File: src/rtl/reg_file32_pkg.sv
// Shared constants for the 32 x 32 register file feeding the ALU operand ports.
package reg_file32_pkg;
  localparam int DATA_W   = 32;
  localparam int ADDR_W   = 5;
  localparam int NUM_REGS = 32;
  localparam logic [ADDR_W-1:0] ZERO_REG = 5'd0;
endpackage

File: src/rtl/reg_file32_word.sv
// One register-file word: async active-low clear, loads i_d when i_we is high.
module reg_word
  import reg_file32_pkg::*;
#(
  parameter int W = DATA_W
) (
  input  logic         clk,
  input  logic         rst_n,
  input  logic         i_we,
  input  logic [W-1:0] i_d,
  output logic [W-1:0] o_q
);

  logic [W-1:0] r_q;

  always_ff @(posedge clk or negedge rst_n) begin
    if (!rst_n) begin
      r_q <= '0;
    end else if (i_we) begin
      r_q <= i_d;
    end
  end

  assign o_q = r_q;

endmodule

File: src/rtl/reg_file32.sv
// Register file: two combinational read ports, one synchronous write port,
// r0 hardwired to zero, optional same-cycle write-to-read bypass.
module reg_file32 #(
  parameter int DATA_W = reg_file32_pkg::DATA_W,
  parameter int ADDR_W = reg_file32_pkg::ADDR_W,
  parameter int BYPASS = 1
) (
  input  logic              clk,
  input  logic              rst_n,
  input  logic [ADDR_W-1:0] rd_addr_a,
  input  logic [ADDR_W-1:0] rd_addr_b,
  output logic [DATA_W-1:0] rd_data_a,
  output logic [DATA_W-1:0] rd_data_b,
  input  logic              wr_en,
  input  logic [ADDR_W-1:0] wr_addr,
  input  logic [DATA_W-1:0] wr_data
);
  import reg_file32_pkg::*;

  localparam int NREG = 1 << ADDR_W;
  localparam logic [ADDR_W-1:0] ADDR_ZERO = '0;

  logic [DATA_W-1:0] w_regs [NREG];
  logic [NREG-1:0]   w_wr_onehot;
  logic              w_wr_live;
  logic              w_bypass_a;
  logic              w_bypass_b;

  // Decoder bit 0 is forced low so r0 can never be written.
  always_comb begin
    w_wr_onehot = '0;
    if (wr_en) begin
      w_wr_onehot[wr_addr] = 1'b1;
    end
    w_wr_onehot[0] = 1'b0;
  end

  assign w_regs[0] = '0;

  for (genvar g = 1; g < NREG; g++) begin : g_word
    reg_word #(.W(DATA_W)) u_word (
      .clk   (clk),
      .rst_n (rst_n),
      .i_we  (w_wr_onehot[g]),
      .i_d   (wr_data),
      .o_q   (w_regs[g])
    );
  end

  // Bypass is gated by rst_n so reads stay zero for the whole reset window.
  assign w_wr_live  = (BYPASS != 0) && rst_n && wr_en && (wr_addr != ADDR_ZERO);
  assign w_bypass_a = w_wr_live && (rd_addr_a == wr_addr);
  assign w_bypass_b = w_wr_live && (rd_addr_b == wr_addr);

  assign rd_data_a = w_bypass_a ? wr_data : w_regs[rd_addr_a];
  assign rd_data_b = w_bypass_b ? wr_data : w_regs[rd_addr_b];

endmodule

File: config.mk
export PLATFORM = sky130hd
export DESIGN_NAME = reg_file32
export DESIGN_NICKNAME = d
export VERILOG_FILES = /design/src/rtl/reg_file32_pkg.sv /design/src/rtl/reg_file32_word.sv /design/src/rtl/reg_file32.sv
export SDC_FILE = /design/constraint.sdc
export NUM_CORES = 2
export LEC_CHECK = 0
export BUFFER_PORTS_ARGS = -buffer_cell sky130_fd_sc_hd__buf_2
export CORE_UTILIZATION = 64
export CTS_CLUSTER_SIZE = 14
export DETAILED_ROUTE_END_ITERATION = 10
export PLACE_DENSITY_LB_ADDON = 0.15
export SLEW_MARGIN = 10
export SYNTH_ARGS = -nofsm -noshare
export SYNTH_HDL_FRONTEND = slang
export SYNTH_SLANG_ARGS = --single-unit
File: constraint.sdc
create_clock -name clk -period 2.9 [get_ports clk]
set_input_delay 0.435 -clock clk [delete_from_list [all_inputs] [get_ports clk]]
set_output_delay 0.435 -clock clk [all_outputs]
set_load 0.01 [all_outputs]
After elaboration in Yosys (flattened, before gate mapping). Index checks and enable logic that the tools add are counted.

Flip-flop bits (word level): 992. Output and inout bits: 64.

Magnitude comparators: 4. Equality and inequality tests: 2. Muxes and demuxes: 11. Bitwise gates (word level): 2. Reduce and logical (&&, ||, !) cells: 6.

Operators with widths (count): binary-select mux 32 bit (select 5 bit) (2); 2-to-1 mux 32 bit (7); >= comparator 6 bit, second input constant (2); inverter 5 -> 6 bit (2); equality test 5 bit (2); less-than comparator 5 x 6 -> 1 bit, second input constant (1); demux 1 bit (select 5 bit) (1); >= comparator 5 x 1 -> 1 bit, second input constant (1); logical AND 1 bit (5); nonzero test 5 bit (1); 2-to-1 mux 1 bit (1).

Depth between registers and ports, before layout.
Depth in word-level cells: 5. Mapped depth: 10. Gate-level depth less buffers: 5.

By module. Synthesis repeated with hierarchy kept, for this count alone.

Cell total of the unflattened synthesis: 3667. Area, all modules: 58441.0 um^2.

Modules (own cells, without submodules): reg_word (times used 31, cells each 68, area each 1345.0 um^2, seq. area each 800.8 um^2); reg_file32 (times used 1, cells each 1559, area each 16744.8 um^2, seq. area each 0.0 um^2).

Worst setup path after synthesis. Ideal clock, no wire load.

Path kind: in2out. From: input port rd_addr_b[0]. To: output port rd_data_b[24]. Arrival time: 2.079 ns. Required time: 2.465 ns. Setup slack: 0.386 ns. Stages: 7. Cell sequence: buf_4 > buf_6 > buf_2 > mux4_2 > mux2_2 > a211oi_1 > nor3_1.

Longest elaborated chain between the ends: 5.

RTL lines: from (decl) (line reg_file32.sv:11) `input logic [ADDR_W-1:0] rd_addr_b,`; inverter 5 -> 6 bit (implied by the code) (line reg_file32.sv:56) `assign rd_data_b = w_bypass_b ? wr_data : w_regs[rd_addr_b];`; binary-select mux 32 bit (select 5 bit) (line reg_file32.sv:56); 2-to-1 mux 32 bit (implied by the code) (2 in a row) (line reg_file32.sv:56); 2-to-1 mux 32 bit (*) (line reg_file32.sv:56); to (decl) (line reg_file32.sv:13) `output logic [DATA_W-1:0] rd_data_b,`.

Mark *: on every way between the ends. The rest lies on a longest branch, timed or not. The select of a mux whose other input is x is not followed.

Final worst setup path.
From: register g_word[21].u_word.r_q[4]. To: output port rd_data_b[4].

Longest elaborated chain between the ends: 4.

RTL lines: from (decl) (line reg_file32_word.sv:14) `logic [W-1:0] r_q;`; from (signal assigned) (line reg_file32_word.sv:20) `r_q <= i_d;`; binary-select mux 32 bit (select 5 bit) (line reg_file32.sv:56); 2-to-1 mux 32 bit (implied by the code) (2 in a row) (line reg_file32.sv:56); 2-to-1 mux 32 bit (line reg_file32.sv:56).

Every way passes these cells. The select of a mux whose other input is x is not followed.

==> flow_summary.yaml <==
worst_setup_path:
  cp_cell_sequence: "mux4_2 -> mux4_2 -> nor3_4 -> nor3_2 -> buf_2"
  arrival_ns: 2.57
  startpoint_type: "flop"
  worst_path_largest_cell_delay_ns: 0.59
  slowest_stage: "mux4_2"
  crit_family: "multiplexers"
  worst-path-buf-inv: 1
  critPathRequiredTime_ns: 2.47
  path_class: "reg -> out"
  cp_max_fo: 3
  worstSetupEndpointType: "output port"
  crit_top_cell: "mux4_2"
sta:
  fmax_ghz: 0.333
  hold_violations: 0
  hold_ws_ns: 0.198
  tns_ns: -1.06
  clock_skew_ns: 0
  slew_violations: 0
  post-route-min-period_ns: 3.00
  slew_headroom_pct: 23.0
  rsz0062_at_grt: "true"
  worst_pin_slew_ns: 1.16
  setup_slack_ns: -0.103
  setup_viol_count_final: 18
  fin_crit_sh_pct: 104
final_layout:
  drive_gt1_share_pct: 57.9
  layoutNonFillerInstCount: 5118
  final_area_sq_mm: 0.0624
  nFillCells: 4870
  nets: 4004
  postLayoutCoreUtil_pct: 75.7
  largest_register_ffs: 992
  syn2layout_area_growth_pct: 16.7
place:
  portBuffers: 113
  placedCellCount: 4865
  gp_congestion: 0.923
  dp.final_hpwl_um: 106000
  placed_cell_area_sq_mm: 0.0575
synthesis:
  synth_top_area_cell: "dfrtp_1"
  synth.yosys.warnings: 0
  synth-seq-area-share_pct: 46.4
  syn_inst: 3749
  synthesis.area_sq_mm: 0.0535
  syn_area_per_cell_sq_um: 14.3
  ys_top_cells_by_area: "dfrtp_1 (46%), mux2_2 (23%), mux4_2 (17%), mux2i_1 (2.2%), clkbuf_1 (1.6%)"
  ys.flop_type: "dfrtp_1"
  synth_nets: 3799
  async_reset_ff_share_pct: 100
  synth.distinct_cells: 41
  synth_edf_count: 0
  synth_top_area_share_pct: 46.4
  postSynthRegisterBits: 992
routing:
  totalWireLength_um: 169000
  drc: 0
  routedWlPerCell_um: 33.0
  drt_iter0_drc: 4095
  via_per_inst: 7.30
  firstDrtPassIters: 7
  via_count: 37300
  ant_nets: 0
die:
  die_area_sq_mm: 0.0847
  start_util_pct: 64.9
  core_sq_mm: 0.0824
  die_w_um: 291
  std_cell_rows: 105
  num_io_pins: 114
  fp.dieH_um: 291
global_routing:
  track_usage_pct: 40.3
  grt_pass1_wl_um: 254000
  antenna_found_initial: 15
  grt_max_degree: 192
  grt_overflow: 0
  first_global_vias: 39500
clock_network:
  h-tree-depth: 3
  path_clk_slew_ns: 0.06
  worstSkewPairLatency_ns: 0.67
  cts_root_buf: "clkbuf_16"
  clock-sinks: 992
  cts_buffers: 102
  cts_tree: "yes"
  cts_buffer_depth: 3
power:
  power.leakage_uw: 0.0274
  peakVddDrop_uv: 527
  power_density_mw_per_mm2: 677
flow_run:
  cap_violations: 0
hold_path:
  hold_path_class: "in -> reg"
outcome:
  outcome: "complete, but fails checks"
  violations: "negative setup slack"
==> cell usage after synthesis (all sizes together) (6+ instances only) <==
| cell | n |
|---|---|
| nand3b | 6 |
| nand3 | 14 |
| buf | 187 |
| a221oi | 95 |
| o21ai | 35 |
| xor2 | 8 |
| or3 | 30 |
| mux4 | 408 |
| mux2i | 118 |
| nor3 | 77 |
| nand2 | 82 |
| o2111ai | 10 |
| o22ai | 103 |
| a211oi | 21 |
| dfrtp | 992 |
| a31oi | 21 |
| o211a | 10 |
| mux2 | 1096 |
| nor2 | 169 |
| o31ai | 10 |
| clkbuf | 226 |
==> cell type report <==
cell class / count / area [sq um] / area share (%)
Timing Repair Buffer: 514 / 4910 / 7.88
Inverter: 2 / 7.51 / 0.0120
Antenna cell: 6 / 15.0 / 0.0241
Sequential cell: 992 / 24800 / 39.8
Clock buffer: 152 / 3060 / 4.91
Multi-Input combinational cell: 2342 / 27700 / 44.4
Clock inverter: 40 / 503 / 0.806
Tap cell: 1070 / 1340 / 2.15
==> path summary, 6_finish.rpt <==
kind	endpoint	cells after the start	startpoint	slack (ns)
worst min register to register	g_word[6].u_word.o_q[2]	1	g_word[6].u_word.o_q[2]	0.52
max in group asynchronous	g_word[23].u_word.o_q[26]	4	rst_n	0.73
worst max-delay path	rd_data_b[4]	5	g_word[21].u_word.o_q[4]	-0.10
min in group asynchronous	g_word[12].u_word.o_q[25]	3	rst_n	0.48
worst max register to register	g_word[11].u_word.o_q[24]	3	g_word[11].u_word.o_q[24]	1.87
worst min-delay path	g_word[16].u_word.o_q[31]	2	wr_data[31]	0.20
==> placed cells by master (no fill, tap or decap), types with 9 or more instances in the layout <==
| cell | count |
|---|---|
| clkinv_2 | 22 |
| nor3_4 | 12 |
| clkbuf_16 | 106 |
| o2111ai_1 | 9 |
| a31oi_1 | 20 |
| nor3_1 | 42 |
| buf_2 | 99 |
| mux2i_1 | 118 |
| a211oi_1 | 13 |
| o21ai_1 | 21 |
| dfrtp_1 | 992 |
| or3_1 | 25 |
| clkbuf_8 | 29 |
| bufinv_16 | 9 |
| nand2_1 | 67 |
| nor2_1 | 145 |
| o22ai_2 | 10 |
| nor2_4 | 17 |
| mux4_2 | 408 |
| nor3_2 | 23 |
| mux2_2 | 1093 |
| nand2_2 | 15 |
| buf_4 | 306 |
| clkbuf_1 | 20 |
| a221oi_2 | 13 |
| buf_12 | 85 |
| a221oi_1 | 80 |
| o21ai_2 | 11 |
| o22ai_1 | 92 |
| nand3_1 | 13 |
| buf_6 | 11 |
==> metrics by stage <==
| stage | setup WS (ns) | total power, uW |
|---|---|---|
| floorplan | 0.386 | 24500 |
| global placement | -0.185 | 27100 |
| detailed placement | -0.194 | 27800 |
| CTS | -0.144 | 41800 |
| global route | -0.170 | 43700 |
| finish | -0.103 | 42200 |
==> logic make-up after synthesis <==
kind of cell / count (synthesis) / share of synthesized area, %
flip-flops: 992 / 46.4
AND/OR/NAND/NOR: 400 / 3.34
XOR/XNOR: 10 / 0.164
buffers and inverters: 415 / 3.39
AO/OA/AOI/OAI: 310 / 4.19
multiplexers: 1622 / 42.5
==> power breakdown <==
group          switching, uW  leakage (uW)  internal [uW]
clock network           5760       0.00176           8130
logic                   4020        0.0130           5650
registers               2080        0.0127          16600
total                  11900        0.0274          30300
==> per-layer routing <==
| layer | GRT usage (%) | wire length [um] | up-vias |
|---|---|---|---|
| met1 | 54.6 | 63900 | 19600 |
| met5 | 0 | 138 | - |
| li1 | - | - | 14800 |
| met3 | 12.9 | 20300 | 572 |
| met2 | 60.2 | 76800 | 2298 |
| met4 | 17.5 | 7800 | 22 |
==> timing repair <==
action	in CTS	in global routing
endpoints found under the setup margin	38	54
gates cloned	2	1
buffers inserted	35	30
pin swaps	21	36
hold buffers	1	0
endpoints found under the hold margin	101	0
resized for setup	75	83
==> worst register-to-register path, delay by kind of cell, from the launching register on <==
kind | cells | cell delay (ns)
mux | 1 | 0.26
flops | 1 | 0.40
buf+inv | 2 | 0.26
(Power assumes the default switching activity.)
